**config.mk**
```make
export PLATFORM = sky130hd
export DESIGN_NAME = inst_fetch
export DESIGN_NICKNAME = d
export VERILOG_FILES = /design/src/rtl/inst_fetch.sv
export SDC_FILE = /design/constraint.sdc
export NUM_CORES = 1
export LEC_CHECK = 0
export BUFFER_PORTS_ARGS = -buffer_cell sky130_fd_sc_hd__buf_2
export CORE_MARGIN = 2
export CORE_UTILIZATION = 40
export DETAILED_ROUTE_END_ITERATION = 12
export SYNTH_ARGS = -nofsm -noshare
export SYNTH_HDL_FRONTEND = slang
export SYNTH_SLANG_ARGS = --single-unit
```
**constraint.sdc**
```tcl
create_clock -name clk -period 3.3 [get_ports clk]
set_input_delay 0.33 -clock clk [delete_from_list [all_inputs] [get_ports clk]]
set_output_delay 0.33 -clock clk [all_outputs]
set_load 0.02 [all_outputs]
```
**src/rtl/inst_fetch.sv**
```systemverilog
// Instruction fetch stage: issues imem requests and feeds the IF/ID register through a one-entry skid buffer.
// Latency: the response is registered into IF/ID on the edge it arrives; up to 1 instruction per cycle.
// Backpressure: id_stall holds IF/ID, a second word parks in the skid buffer, and fetch pauses until it drains.
//
// Ports:
//   clk, rst_n              clock, asynchronous active-low reset
//   imem_req / imem_addr    request to instruction memory, held until imem_rvalid
//   imem_rvalid / imem_rdata response for the outstanding request
//   redirect_valid / redirect_pc  branch/jump redirect from execute (target word-aligned here)
//   id_stall                decode cannot take id_inst this cycle
//   id_valid / id_inst / id_pc / id_pc_plus4  IF/ID register contents
//   perf_fetch_cnt / perf_drop_cnt  optional counters, present only with FETCH_PERF_CNT_EN defined
module inst_fetch #(
    parameter logic [31:0] RESET_PC = 32'h0000_0000
) (
    input  logic        clk,
    input  logic        rst_n,
    output logic        imem_req,
    output logic [31:0] imem_addr,
    input  logic        imem_rvalid,
    input  logic [31:0] imem_rdata,
    input  logic        redirect_valid,
    input  logic [31:0] redirect_pc,
    input  logic        id_stall,
    output logic        id_valid,
    output logic [31:0] id_inst,
    output logic [31:0] id_pc,
    output logic [31:0] id_pc_plus4
`ifdef FETCH_PERF_CNT_EN
    ,
    output logic [31:0] perf_fetch_cnt,
    output logic [31:0] perf_drop_cnt
`endif
);

    localparam logic [31:0] NOP = 32'h0000_0013;

    // DROP: a request is still outstanding but its answer belongs to a
    // path that a redirect has abandoned.
    typedef enum logic [1:0] {
        IDLE = 2'd0,
        WAIT = 2'd1,
        DROP = 2'd2
    } state_t;

    state_t      state, state_nxt;
    logic [31:0] pc, pc_nxt;
    logic        skid_valid, skid_valid_nxt;
    logic [31:0] skid_inst, skid_inst_nxt;
    logic [31:0] skid_pc, skid_pc_nxt;
    logic        id_valid_nxt;
    logic [31:0] id_inst_nxt, id_pc_nxt;
    logic        id_free;

    assign id_free     = !id_valid || !id_stall;
    assign imem_req    = (state == WAIT) || (state == DROP);
    assign imem_addr   = pc;
    assign id_pc_plus4 = id_pc + 32'd4;

    always_ff @(posedge clk or negedge rst_n) begin
        if (!rst_n) begin
            state      <= IDLE;
            pc         <= RESET_PC;
            skid_valid <= 1'b0;
            skid_inst  <= NOP;
            skid_pc    <= 32'h0;
            id_valid   <= 1'b0;
            id_inst    <= NOP;
            id_pc      <= 32'h0;
        end else begin
            state      <= state_nxt;
            pc         <= pc_nxt;
            skid_valid <= skid_valid_nxt;
            skid_inst  <= skid_inst_nxt;
            skid_pc    <= skid_pc_nxt;
            id_valid   <= id_valid_nxt;
            id_inst    <= id_inst_nxt;
            id_pc      <= id_pc_nxt;
        end
    end

    always_comb begin
        state_nxt      = state;
        pc_nxt         = pc;
        skid_valid_nxt = skid_valid;
        skid_inst_nxt  = skid_inst;
        skid_pc_nxt    = skid_pc;
        id_valid_nxt   = id_valid;
        id_inst_nxt    = id_inst;
        id_pc_nxt      = id_pc;

        if (redirect_valid) begin
            // Redirect wins over everything: flush both holding registers.
            // If the pending answer arrives now it is simply thrown away and
            // the next request can go straight out to the new target.
            pc_nxt         = {redirect_pc[31:2], 2'b00};
            id_valid_nxt   = 1'b0;
            skid_valid_nxt = 1'b0;
            unique case (state)
                IDLE:       state_nxt = IDLE;
                WAIT, DROP: state_nxt = imem_rvalid ? WAIT : DROP;
                default:    state_nxt = IDLE;
            endcase
        end else begin
            // Decode takes IF/ID this cycle: refill from the skid entry or empty it.
            if (id_valid && !id_stall) begin
                if (skid_valid) begin
                    id_inst_nxt    = skid_inst;
                    id_pc_nxt      = skid_pc;
                    skid_valid_nxt = 1'b0;
                end else begin
                    id_valid_nxt = 1'b0;
                end
            end

            unique case (state)
                IDLE: begin
                    state_nxt = skid_valid_nxt ? IDLE : WAIT;
                end
                WAIT: begin
                    // The skid buffer is always empty here: it is only filled
                    // on a response, which sends us to IDLE until it drains.
                    if (imem_rvalid) begin
                        pc_nxt = pc + 32'd4;
                        if (id_free) begin
                            id_valid_nxt = 1'b1;
                            id_inst_nxt  = imem_rdata;
                            id_pc_nxt    = pc;
                        end else begin
                            skid_valid_nxt = 1'b1;
                            skid_inst_nxt  = imem_rdata;
                            skid_pc_nxt    = pc;
                        end
                        state_nxt = skid_valid_nxt ? IDLE : WAIT;
                    end
                end
                DROP: begin
                    if (imem_rvalid) begin
                        state_nxt = WAIT;
                    end
                end
                default: state_nxt = IDLE;
            endcase
        end
    end

`ifdef FETCH_PERF_CNT_EN
    logic fetch_load;
    logic drop_evt;

    // One count per instruction entering IF/ID, whether from memory or the skid entry.
    assign fetch_load = !redirect_valid &&
                        (((state == WAIT) && imem_rvalid && id_free) ||
                         (id_valid && !id_stall && skid_valid));
    assign drop_evt   = imem_rvalid &&
                        ((state == DROP) || ((state == WAIT) && redirect_valid));

    always_ff @(posedge clk or negedge rst_n) begin
        if (!rst_n) begin
            perf_fetch_cnt <= 32'h0;
            perf_drop_cnt  <= 32'h0;
        end else begin
            perf_fetch_cnt <= perf_fetch_cnt + {31'd0, fetch_load};
            perf_drop_cnt  <= perf_drop_cnt + {31'd0, drop_evt};
        end
    end
`endif

endmodule

```
[Word level (Yosys, flattened, before mapping)]
Index checks and enable logic that the tools add are counted.
W data, S select, Z words.
Storage, ports and cells
  register bits: 164
  output and inout bits: 130
  logic and storage cells: 64
Cells by class
  $add $sub $neg: 2
  eq/ne operators: 4
  multiplexer cells: 36
  bitwise logic cells: 2
  reductions and logical operators: 12
Operator list (number)
  $mux W32: 13
  $add A32 B3 Y32 const B: 2
  $mux W1: 17
  $mux W2: 5
  $ne A3 B3 Y1 const B: 2
  $pmux W2 S3: 1
  $reduce_and A2 Y1: 2
  $reduce_and A4 Y1: 1
  $reduce_bool A2 Y1: 2
  $eq A2 B1 Y1 const B: 1
  $eq A2 B2 Y1 const B: 1
  $logic_not A1 Y1: 2
  $logic_not A2 Y1: 1
  $logic_or A1 B1 Y1: 2
  $not A1 Y1: 2
  $reduce_or A2 Y1: 1
  $logic_and A1 B1 Y1: 1

[Depth between registers and ports, before layout]
  depth after elaboration: 12
  mapped depth: 9

[Worst setup path before layout]
Ideal clock, no wire load.
  kind: reg-to-output
  start: register id_pc[2]
  end: output port id_pc_plus4[26]
  arrival time: 1973 ps
  data required time: 2970 ps
  slack: 997 ps
  stages on the path, launching flop included: 7
  buffers on the path: 1
  cells stage by stage: dfrtp_1 > ha_1 > and4_1 > and4b_1 > clkbuf_1 > nand4_1 > xnor2_1
Between the ends
  cells in the longest elaborated chain, start to end: 1
Ends and longest elaborated chain
  start, declared: RTL line 27  | output logic [31:0] id_pc,
  start signal, assigned: RTL line 78  | id_pc <= id_pc_nxt;
  $add A32 B3 Y32: RTL line 58  | assign id_pc_plus4 = id_pc + 32'd4;
  end, declared: RTL line 28  | output logic [31:0] id_pc_plus4
Every way passes these cells.

[Worst setup path in the final report]
  start: register id_pc[2]
  end: output port id_pc_plus4[20]
The elaborated chain is that of the path after synthesis.

==> reports/summary.log <==
[clock_tree] Bufs on Longest Clock Path 2
[critical_path] Worst R2R Setup Slack 0.71 ns
[drt] M1 WL 9.67 mm
[drt] routed via count 6131
[critical_path] crit path max-delay cell type sky130_fd_sc_hd__and4b_1
[final_layout] number of nets in the final layout 983
[final_layout] end-of-flow core utilization 50.0%
[final_layout] Register Area 4010 sq um
[synthesis] Yosys top cell area share 48.8%
[sta] Tmin final 2.83 ns
[drt] final routed DRC violation total 0
[place] count of placed standard cells including taps 1153
[drt] Pre-Repair DR Iteration Count 4
[sta] slew at the pin closest to its max-slew limit 0.655 ns
[critical_path] Critical Path Start Type flop
[hold_path] startpoint of the lowest-slack hold path redirect_pc[4]
[global_route] pin count of the biggest net entering global routing 69
[critical_path] endpoint required time on the critical path 2.97 ns
[critical_path] cell family contributing the most delay on the critical path simple AND/OR/NAND/NOR gates
[place] placement-stage worst setup slack 0.719 ns
[synthesis] average footprint of a synthesized cell 10.7 sq um
[drt] Initial DRC Count 237
[drt] amount of wire on met2 after detailed routing 8.79 mm
[clock_tree] Worst-Skew Late Latency 0.43 ns
[power_and_ir_drop] power per unit of standard cell area 768 nW/um^2
[sta] worst setup skew after layout 0.0173 ns
[sta] crit share post-route 85.8%
[global_route] global-route usage over all layers 19.2%
[power_and_ir_drop] worst IR drop on VDD 0.373 mV
[global_route] GRT Residual Overflow 0
[synthesis] cell count after synthesis 739
[synthesis] Ys Warns 0
[synthesis] Post-synth top flop sky130_fd_sc_hd__dfrtp_1
[die] starting density of the core 40.7%
[final_layout] most frequent cells in the layout 193 x sky130_fd_sc_hd__buf_2, 154 x sky130_fd_sc_hd__dfrtp_1, 95 x sky130_fd_sc_hd__nand2_1, 79 x sky130_fd_sc_hd__o21ai_0, 63 x sky130_fd_sc_hd__mux2i_1
[sta] setup repair after global routing missed its margin false
[place] number of I/O port buffers 194
[die] count of boundary I/O pins 199
[global_route] via count of the first global-routing pass 5713
[synthesis] cell types with the largest area share after synthesis sky130_fd_sc_hd__dfrtp_1 49%, sky130_fd_sc_hd__mux2_2 8.8%, sky130_fd_sc_hd__mux2i_1 8.0%, sky130_fd_sc_hd__o21ai_0 5.0%, sky130_fd_sc_hd__nand2_1 4.5%
[critical_path] worst stage delay on the critical path 0.53 ns
[synthesis] sequential share of the synthesized area 50.8%
[synthesis] synthesized area 7890 sq um
[synthesis] number of unique standard cell types used by synthesis 42
[sta] final hold slack 0.102 ns
[hold_path] path type of the worst min-delay path in2reg
[drt] remaining antenna violation count after routing 0
[clock_tree] clock transition at the registers of the reported paths 0.07 ns
[clock_tree] number of clock sinks 160
[sta] highest achievable clock rate 353 MHz
[final_layout] fill cell count 1859
[critical_path] first element of the critical path id_pc[2]
[final_layout] area of the multi-input gates 3620 sq um
[drt] average routed wire per standard cell 16.6 um
[power_and_ir_drop] leakage power 4.88 nW
[die] overall die width 144 um
[sta] Final Setup Violations 0
[final_layout] number of inserted diodes 0
[drt] met3 WL post-DR 1.02 mm
[die] number of placement rows 51
[final_layout] non-filler instance count after layout 1186
[sta] remaining max-slew budget at the tightest pin 56.3%
[global_route] first-pass GRT wire length 30.9 mm
[synthesis] register bit count reported by yosys 160
[drt] detailed-route wire length 19.7 mm
[place] HPWL after detailed placement 13.7 mm
[synthesis] top cell type by total area after synthesis sky130_fd_sc_hd__dfrtp_1
[power_and_ir_drop] PnR Total Power 7.45 mW
[clock_tree] master cell of the clock root buffer sky130_fd_sc_hd__clkbuf_16
[drt] average via count per standard cell 5.17
[sta] Hold Fails Final Rpt 0
[outcome] run status finished clean
[die] Die Ht 144 um
[die] die area 20900 sq um
[sta] slack of the critical path 0.468 ns
[sta] number of max-slew violations in the final report 0
[critical_path] largest fanout of any net on the critical path 8
[final_layout] most frequent standard cell in the layout excluding fill and tap cells sky130_fd_sc_hd__buf_2
[drt] top layer in use met4
[final_layout] layout overhead on the synthesized area 23.0%
[job] max-cap violation count 0
[clock_tree] clock tree from TritonCTS done
[clock_tree] number of levels in the clock H-tree 4
[global_route] initial antenna violation count 0
[sta] Total Neg Setup Slack 0 ns
[place] placer's final routability congestion estimate 0.772
[critical_path] critical-path cell list ha_1, and4_1, and4b_1, nand2_1, xnor2_1, buf_2
[place] Cell Area, Placed 9070 sq um
[synthesis] share of flip-flops with an asynchronous set or reset 100%
[critical_path] critical path capture point type primary output
[critical_path] Setup CP Type reg2out
[final_layout] share of post-route cells with drive strength above 1 33.7%
[critical_path] Critical Path AT 2.50 ns
[clock_tree] number of buffers created by CTS 17
[critical_path] WP buf/inv 1
[die] core region area 19400 sq um
[critical_path] startpoint of the most critical register-to-register path state[1]
[synthesis] EDFF count, synth 0
[final_layout] area of all placed cells without fillers 9710 sq um
synth_stat cells, types with 10 or more instances:
cell / number
sky130_fd_sc_hd__dfrtp_1: 154
sky130_fd_sc_hd__nand2_1: 95
sky130_fd_sc_hd__o21ai_0: 79
sky130_fd_sc_hd__mux2i_1: 63
sky130_fd_sc_hd__mux2_2: 62
sky130_fd_sc_hd__xnor2_1: 30
sky130_fd_sc_hd__nand3_1: 27
sky130_fd_sc_hd__clkbuf_1: 26
sky130_fd_sc_hd__nand4_1: 22
sky130_fd_sc_hd__nor2_1: 20
sky130_fd_sc_hd__or4_1: 18
sky130_fd_sc_hd__a31oi_1: 16
sky130_fd_sc_hd__buf_2: 16
sky130_fd_sc_hd__o31ai_1: 13
sky130_fd_sc_hd__xor2_1: 11
sky130_fd_sc_hd__and3_1: 10
sky130_fd_sc_hd__and4_1: 10
state kept, by name, summed over array words and instances (netlist names):
register / count
id_inst: 32
skid_pc: 30
skid_valid: 1
imem_addr: 30
skid_inst: 32
state: 2
id_pc: 32
id_valid: 1
what timing repair did:
item | CTS | global route
hold buffers | 1 | 0
hold endpoints to repair | 60 | 0
endpoints found under the setup margin | 0 | 0
gates resized for setup | 0 | 0
setup buffers | 0 | 0
final timing paths:
kind | end | depth (start not counted)
setup / recovery | id_pc_plus4[20] | 6
hold / removal | imem_addr[4] | 3
setup reg to reg | imem_addr[28] | 6
hold reg to reg | id_inst[19] | 2
max in group asynchronous | id_inst[29] | 3
min in group asynchronous | id_inst[27] | 2
cell families after synthesis:
kind of cell	after synthesis	share of synthesized area, %
buffers and inverters	62	3.69
and+or+nand+nor	228	14.8
adders and majority gates	6	0.951
AOI/OAI and AO/OA	116	8.28
DFF	160	50.8
other	1	0.0475
muxes	125	16.8
xor gates and xnor gates	41	4.55
per-layer routing:
layer | vias up | GRT usage (%)
met5 | - | 0
met4 | 0 | 5.62
met3 | 19 | 3.77
met2 | 170 | 29.5
met1 | 2952 | 27.6
li1 | 2990 | -
layout make-up:
class / count / share of cell area (%)
flip-flops and latches: 160 / 41.3
well taps: 265 / 3.42
multi-input cells: 518 / 37.3
inverters: 7 / 0.271
clock inverters: 15 / 2.02
repair buffers: 204 / 11.3
clock buffers: 17 / 4.38
worst reg2reg max path: cells and delay by family, from the launching register on:
kind            cells  cell delay, ns
simple gates        3            1.43
fa+ha+maj           1            0.41
flops               1            0.40
compound gates      1            0.16
buf+inv             1            0.10
power by group:
group,internal (mW),switching (mW),total (mW)
logic,0.964,1.36,2.33
registers,2.52,0.509,3.03
clock network,1.22,0.872,2.09
total,4.71,2.74,7.45
Note: power is estimated with default switching activity, not from simulation.
